## config.mk

```make
export PLATFORM = sky130hd
export DESIGN_NAME = correlation_accumulator
export DESIGN_NICKNAME = d
export VERILOG_FILES = /design/src/rtl/correlation_accumulator.sv
export SDC_FILE = /design/constraint.sdc
export NUM_CORES = 1
export LEC_CHECK = 0
export CAP_MARGIN = 20
export CORE_MARGIN = 3
export CORE_UTILIZATION = 40
export DETAILED_ROUTE_END_ITERATION = 16
export PLACE_DENSITY = 0.65
export SLEW_MARGIN = 20
export SYNTH_ARGS = -nofsm -noshare
export SYNTH_HDL_FRONTEND = slang
export SYNTH_SLANG_ARGS = --single-unit
```

## constraint.sdc

```tcl
create_clock -name CLK -period 4.08 [get_ports CLK]
set_input_delay 0.612 -clock CLK [delete_from_list [all_inputs] [get_ports CLK]]
set_output_delay 0.612 -clock CLK [all_outputs]
set_load 0.01 [all_outputs]
```

## src/rtl/correlation_accumulator.sv

```systemverilog
// Window accumulator behind correlation_cell: sums I, I^2 and T_j*I over
// WINDOW_LEN accepted samples and hands each window's sums to the divider through
// a one-entry valid/ready output register. The next window accumulates while the
// previous result waits.
module correlation_accumulator #(
  parameter int PIXEL_SIZE    = 8,
  parameter int NUM_TEMPLATES = 10,
  parameter int WINDOW_LEN    = 64,
  localparam int CNT_W = $clog2(WINDOW_LEN),
  localparam int SI_W  = PIXEL_SIZE + $clog2(WINDOW_LEN + 1),
  localparam int SQ_W  = 2 * PIXEL_SIZE + $clog2(WINDOW_LEN + 1)
) (
  input  logic                                         CLK,
  input  logic                                         RST,
  input  logic                                         clear,
  input  logic                                         in_valid,
  output logic                                         in_ready,
  input  logic [PIXEL_SIZE-1:0]                        I_in,
  input  logic [2*PIXEL_SIZE-1:0]                      I_square_in,
  input  logic [NUM_TEMPLATES-1:0][2*PIXEL_SIZE-1:0]   T_x_I_in,
  output logic                                         out_valid,
  input  logic                                         out_ready,
  output logic [SI_W-1:0]                              sum_I,
  output logic [SQ_W-1:0]                              sum_I2,
  output logic [NUM_TEMPLATES-1:0][SQ_W-1:0]           sum_TI,
  output logic [CNT_W-1:0]                             sample_cnt
);

  logic [CNT_W-1:0]                     sample_cnt_q, sample_cnt_d;
  logic [SI_W-1:0]                      acc_i_q, acc_i_d;
  logic [SQ_W-1:0]                      acc_i2_q, acc_i2_d;
  logic [NUM_TEMPLATES-1:0][SQ_W-1:0]   acc_ti_q, acc_ti_d;
  logic [SI_W-1:0]                      sum_i_q, sum_i_d;
  logic [SQ_W-1:0]                      sum_i2_q, sum_i2_d;
  logic [NUM_TEMPLATES-1:0][SQ_W-1:0]   sum_ti_q, sum_ti_d;
  logic                                 out_valid_q, out_valid_d;

  // Running sums including the sample currently on the inputs
  logic [SI_W-1:0]                      i_plus;
  logic [SQ_W-1:0]                      i2_plus;
  logic [NUM_TEMPLATES-1:0][SQ_W-1:0]   ti_plus;

  logic last_sample;
  logic accept;

  assign last_sample = (sample_cnt_q == CNT_W'(WINDOW_LEN - 1));

  // Only the closing sample of a window has to wait for the output slot to free up;
  // out_ready feeds straight through so a consumer read frees it in the same cycle.
  assign in_ready = !clear && !(last_sample && out_valid_q && !out_ready);
  assign accept   = in_valid && in_ready;

  assign i_plus  = acc_i_q + SI_W'(I_in);
  assign i2_plus = acc_i2_q + SQ_W'(I_square_in);

  generate
    for (genvar gi = 0; gi < NUM_TEMPLATES; gi++) begin : g_lane
      assign ti_plus[gi] = acc_ti_q[gi] + SQ_W'(T_x_I_in[gi]);
    end
  endgenerate

  // Next-state: window counter, accumulators and the output register
  always_comb begin
    sample_cnt_d = sample_cnt_q;
    acc_i_d      = acc_i_q;
    acc_i2_d     = acc_i2_q;
    acc_ti_d     = acc_ti_q;
    sum_i_d      = sum_i_q;
    sum_i2_d     = sum_i2_q;
    sum_ti_d     = sum_ti_q;
    out_valid_d  = out_valid_q && !out_ready;

    if (clear) begin
      sample_cnt_d = '0;
      acc_i_d      = '0;
      acc_i2_d     = '0;
      acc_ti_d     = '0;
    end else if (accept) begin
      if (last_sample) begin
        sum_i_d      = i_plus;
        sum_i2_d     = i2_plus;
        sum_ti_d     = ti_plus;
        out_valid_d  = 1'b1;
        sample_cnt_d = '0;
        acc_i_d      = '0;
        acc_i2_d     = '0;
        acc_ti_d     = '0;
      end else begin
        sample_cnt_d = sample_cnt_q + CNT_W'(1);
        acc_i_d      = i_plus;
        acc_i2_d     = i2_plus;
        acc_ti_d     = ti_plus;
      end
    end
  end

  // State registers; reset drops both the partial window and any held result
  always_ff @(posedge CLK) begin
    if (RST) begin
      sample_cnt_q <= '0;
      acc_i_q      <= '0;
      acc_i2_q     <= '0;
      acc_ti_q     <= '0;
      sum_i_q      <= '0;
      sum_i2_q     <= '0;
      sum_ti_q     <= '0;
      out_valid_q  <= 1'b0;
    end else begin
      sample_cnt_q <= sample_cnt_d;
      acc_i_q      <= acc_i_d;
      acc_i2_q     <= acc_i2_d;
      acc_ti_q     <= acc_ti_d;
      sum_i_q      <= sum_i_d;
      sum_i2_q     <= sum_i2_d;
      sum_ti_q     <= sum_ti_d;
      out_valid_q  <= out_valid_d;
    end
  end

  assign sample_cnt = sample_cnt_q;
  assign out_valid  = out_valid_q;
  assign sum_I      = sum_i_q;
  assign sum_I2     = sum_i2_q;
  assign sum_TI     = sum_ti_q;

endmodule

```

==> key figures <==
Clock network
  – CTS tree: done
  – PostCTS Resize Cnt: 0
  – Root Buffer Master: clkbuf_16
  – Worst-path clk slew: 0.06 ns
  – Hold-fix buffers at CTS: 0
  – TritonCTS Sinks: between 500 and 600
  – Setup bufs post-CTS: 0
  – CTS H-tree depth: 2
  – Worst-Skew Late Latency: between 0.6 and 0.7 ns
  – Clock tree buffer depth: 3
  – TritonCTS Buffers: between 50 and 60

Yosys
  – Post-synth ARST share: 0%
  – Synth Net Count: 3891
  – Synth warn: 0
  – Syn Area/Cell: 8.13 um^2
  – Number of flops mapped to enable cells by yosys: 0
  – Post-Syn Area: 28500 um^2
  – Post-Synthesis Cells: between 3k and 4k
  – Top_reg_cell synth: dfxtp_1
  – Proportion of synthesized chip area in sequential cells: 38.2%
  – Synth unique cells: a little over 80
  – Post-synthesis register bit count: 543

Global route
  – Number of global-route vias before repair: approximately 25k
  – GR Overflow Total: 0
  – Largest net degree at the start of global routing: 98
  – Total track usage: 24.3%
  – First-pass GRT wire length: around 140000 um
  – Initial antenna violation count: 4

Timing
  – Max-slew violation count: 0
  – Final period utilization: 78.0%
  – Final WS setup: 0.898 ns
  – Final hold vios: 0
  – Setup TNS Final: 0 ns
  – Setup Skew: between 0.015 and 0.02 ns
  – RSZ-0062 raised after global routing: false
  – Fmax: about 0.31 GHz
  – Final setup viols: 0
  – Relative slew slack: 32.7%
  – Fin crit period: 3.18 ns
  – Least-Margin Pin Slew: ~1.0 ns

Min path
  – Hold path start: RST
  – Hold depth: 2
  – WHS Endpoint: sum_TI[71]
  – Worst hold path type: input port to flip-flop

Floorplanning
  – Die area: 74500 um^2
  – Die Y-Extent: 273 um
  – I/O Pins: between 400 and 500
  – Core box area: around 70000 um^2
  – Rows: 97
  – Chip Width: ~270 um
  – Starting Density: between 40% and 50%

Setup path
  – Crit-path max FO: 13
  – Critical Path End Type: output port
  – CP top delay family: simple AND/OR/NAND/NOR gates
  – FF-to-FF path depth: 8
  – CP bufs+invs: 1
  – Worst Path Arrival: 2.57 ns
  – CP max-delay cell: and3_2
  – R2R Setup Slk: 1.04 ns
  – R2R Path End: acc_ti_q[156]
  – Crit start category: flip-flop
  – Worst r2r src: sample_cnt[0]
  – CP Cell Sequence: ha_1, and3_2, a21oi_1, clkdlybuf4s50_1
  – WS Path Type: flip-flop to output port
  – Max stage delay on crit path: 0.54 ns
  – Worst path required time: 3.47 ns

Final layout
  – Area growth syn-to-layout: 27.4%
  – Layout Cells excl Fill: 4875
  – Layout cells sized above 1: under 10%
  – Number of nets in the layout: 4267
  – Final Cell Area: 36300 um^2

Power
  – Leakage: 13.6 nW
  – Worst-case vdd ir drop: 0.311 mV
  – Power density cells: 349 nW/um^2

Place
  – DP Worst Slack: 0.284 ns
  – Post-DP HPWL: 63800 um
  – Cells after DPL: 4760
  – Number of I/O port buffers: 464
  – Placed inst area: 34100 um^2
  – Final Wtd Congestion: about 0.87

Drt
  – Post-route ant nets: 0
  – 1st-pass router iterations: 5
  – 1st-iter DRT viols: 1702
  – Post-Route WL: 93700 um
  – Vias/cell: 5.41
  – Via count: approximately 26k
  – Post-DR wirelength/cell: around 19 um
  – DRC: 0

Outcome
  – Run status: completed

Flow run
  – Max_cap viols: 0
==> worst register-to-register path, cell delays in order (launching register included) <==
cell     delay [ns]
dfxtp_1        0.37
ha_1           0.29
nand3_4        0.14
buf_4          0.73
nand2_1        0.27
nor2_4         0.15
buf_4          0.58
a41oi_1        0.24
a31oi_1        0.18
==> where the power goes <==
group          switching, mW  internal (mW)  leakage [nW]
Clock                   2.35           3.67          1.07
Combinational          0.744          0.540          8.16
Sequential            0.0284           5.35          4.38
==> flip-flops by register name, summed over array words and instances (netlist names) <==
name        count
out_valid       1
sum_TI        230
acc_i_q        15
sample_cnt      6
sum_I2         23
acc_i2_q       23
acc_ti_q      230
sum_I          15
==> cell usage after synthesis (13+ instances only) <==
| master | count | share of area [%] |
|---|---|---|
| nand2_1 | 502 | 6.6 |
| nand3_1 | 96 | 1.7 |
| ha_1 | 185 | 8.1 |
| nand4_1 | 21 | 0.46 |
| and2_1 | 13 | 0.29 |
| a21oi_1 | 372 | 6.5 |
| nand2b_1 | 33 | 0.72 |
| o21a_1 | 34 | 0.90 |
| o211ai_1 | 16 | 0.42 |
| a21o_1 | 67 | 1.8 |
| nand3b_1 | 15 | 0.40 |
| xnor2_1 | 134 | 4.1 |
| o31ai_1 | 20 | 0.53 |
| a22o_1 | 53 | 1.6 |
| clkbuf_1 | 162 | 2.1 |
| a22oi_1 | 70 | 1.8 |
| a31oi_1 | 27 | 0.59 |
| xor2_1 | 87 | 2.7 |
| nor3_1 | 68 | 1.2 |
| inv_1 | 80 | 1.1 |
| o21ai_0 | 174 | 3.1 |
| and3_1 | 23 | 0.51 |
| or3_1 | 32 | 0.70 |
| nor2b_1 | 25 | 0.55 |
| nor2_1 | 360 | 4.7 |
| buf_2 | 21 | 0.37 |
| a211oi_1 | 107 | 2.8 |
| dfxtp_1 | 543 | 38 |
==> cells by family after synthesis <==
group / share of synthesized area (%)
buffers and inverters: 3.65
muxes: 0.0351
DFF: 38.2
and+or+nand+nor: 18.8
AOI/OAI and AO/OA: 23.6
xor gates and xnor gates: 6.79
adders and majority gates: 8.97
==> routing by layer <==
layer / vias up / routed length (um) / track usage [%]
li1: 13200 / - / -
met1: 12400 / 41900 / 31.6
met2: 644 / 43100 / 40.2
met3: 144 / 5980 / 5.11
met4: 0 / 2730 / 7.70
met5: - / 0 / 0
==> how the worst max path moves through the flow <==
| stage | start | end | slack, ns | cells after the start |
|---|---|---|---|---|
| floorplan | T_x_I_in[144] | sum_TI[229] | 1.03 | 11 |
| global placement | T_x_I_in[144] | sum_TI[229] | 0.30 | 12 |
| detailed placement | T_x_I_in[144] | sum_TI[229] | 0.28 | 12 |
| CTS | sample_cnt[0] | in_ready | 0.84 | 4 |
| global route | T_x_I_in[96] | acc_ti_q[160] | 0.66 | 13 |
| finish | sample_cnt[0] | in_ready | 0.90 | 4 |
==> layout make-up <==
cell class,instances,area (um^2)
fillers,6664,34000
diodes,4,10.0
flip-flops and latches,543,10900
inverters,80,300
repair buffers,505,5060
well taps,940,1180
clock inverters,33,502
clock buffers,78,1690
multi-input cells,2692,16700
==> through the flow <==
stage / util [%] / total power, mW / hold WS [ns]
4_1_cts: 51.6 / 12.8 / 0.274
3_3_place_gp: 48.5 / 6.76 / 0.430
5_1_grt: 51.6 / 13.1 / 0.319
2_1_floorplan: - / 6.29 / 0.420
3_5_place_dp: 48.5 / 6.77 / 0.438
6_report: 51.6 / 12.7 / 0.312
==> placed cells by master (no fill, tap or decap), types with 7 or more instances in the layout <==
cell type and count:
o21a_1 34, clkbuf_8 12, clkdlybuf4s50_1 463, a22oi_1 70
a211oi_1 107, buf_4 33, nor4_1 7, ha_1 185
a21boi_0 8, nand3b_1 15, o21bai_1 11, o31ai_1 20
xnor2_1 134, and3_1 22, and2_1 13, o211ai_1 16
nand2b_1 32, o21ai_0 173, a21oi_1 371, nor2b_1 24
inv_1 80, fa_1 12, nand2_1 498, xor2_1 87
clkbuf_16 60, a22o_1 53, nand4_1 21, bufinv_16 12
buf_12 8, a211o_1 7, clkinv_2 12, a31oi_1 27
nand3_1 95, nor2_1 354, a21o_1 67, nor3_1 68
dfxtp_1 543, or3_1 32
Power figures use the tool's default switching activity.
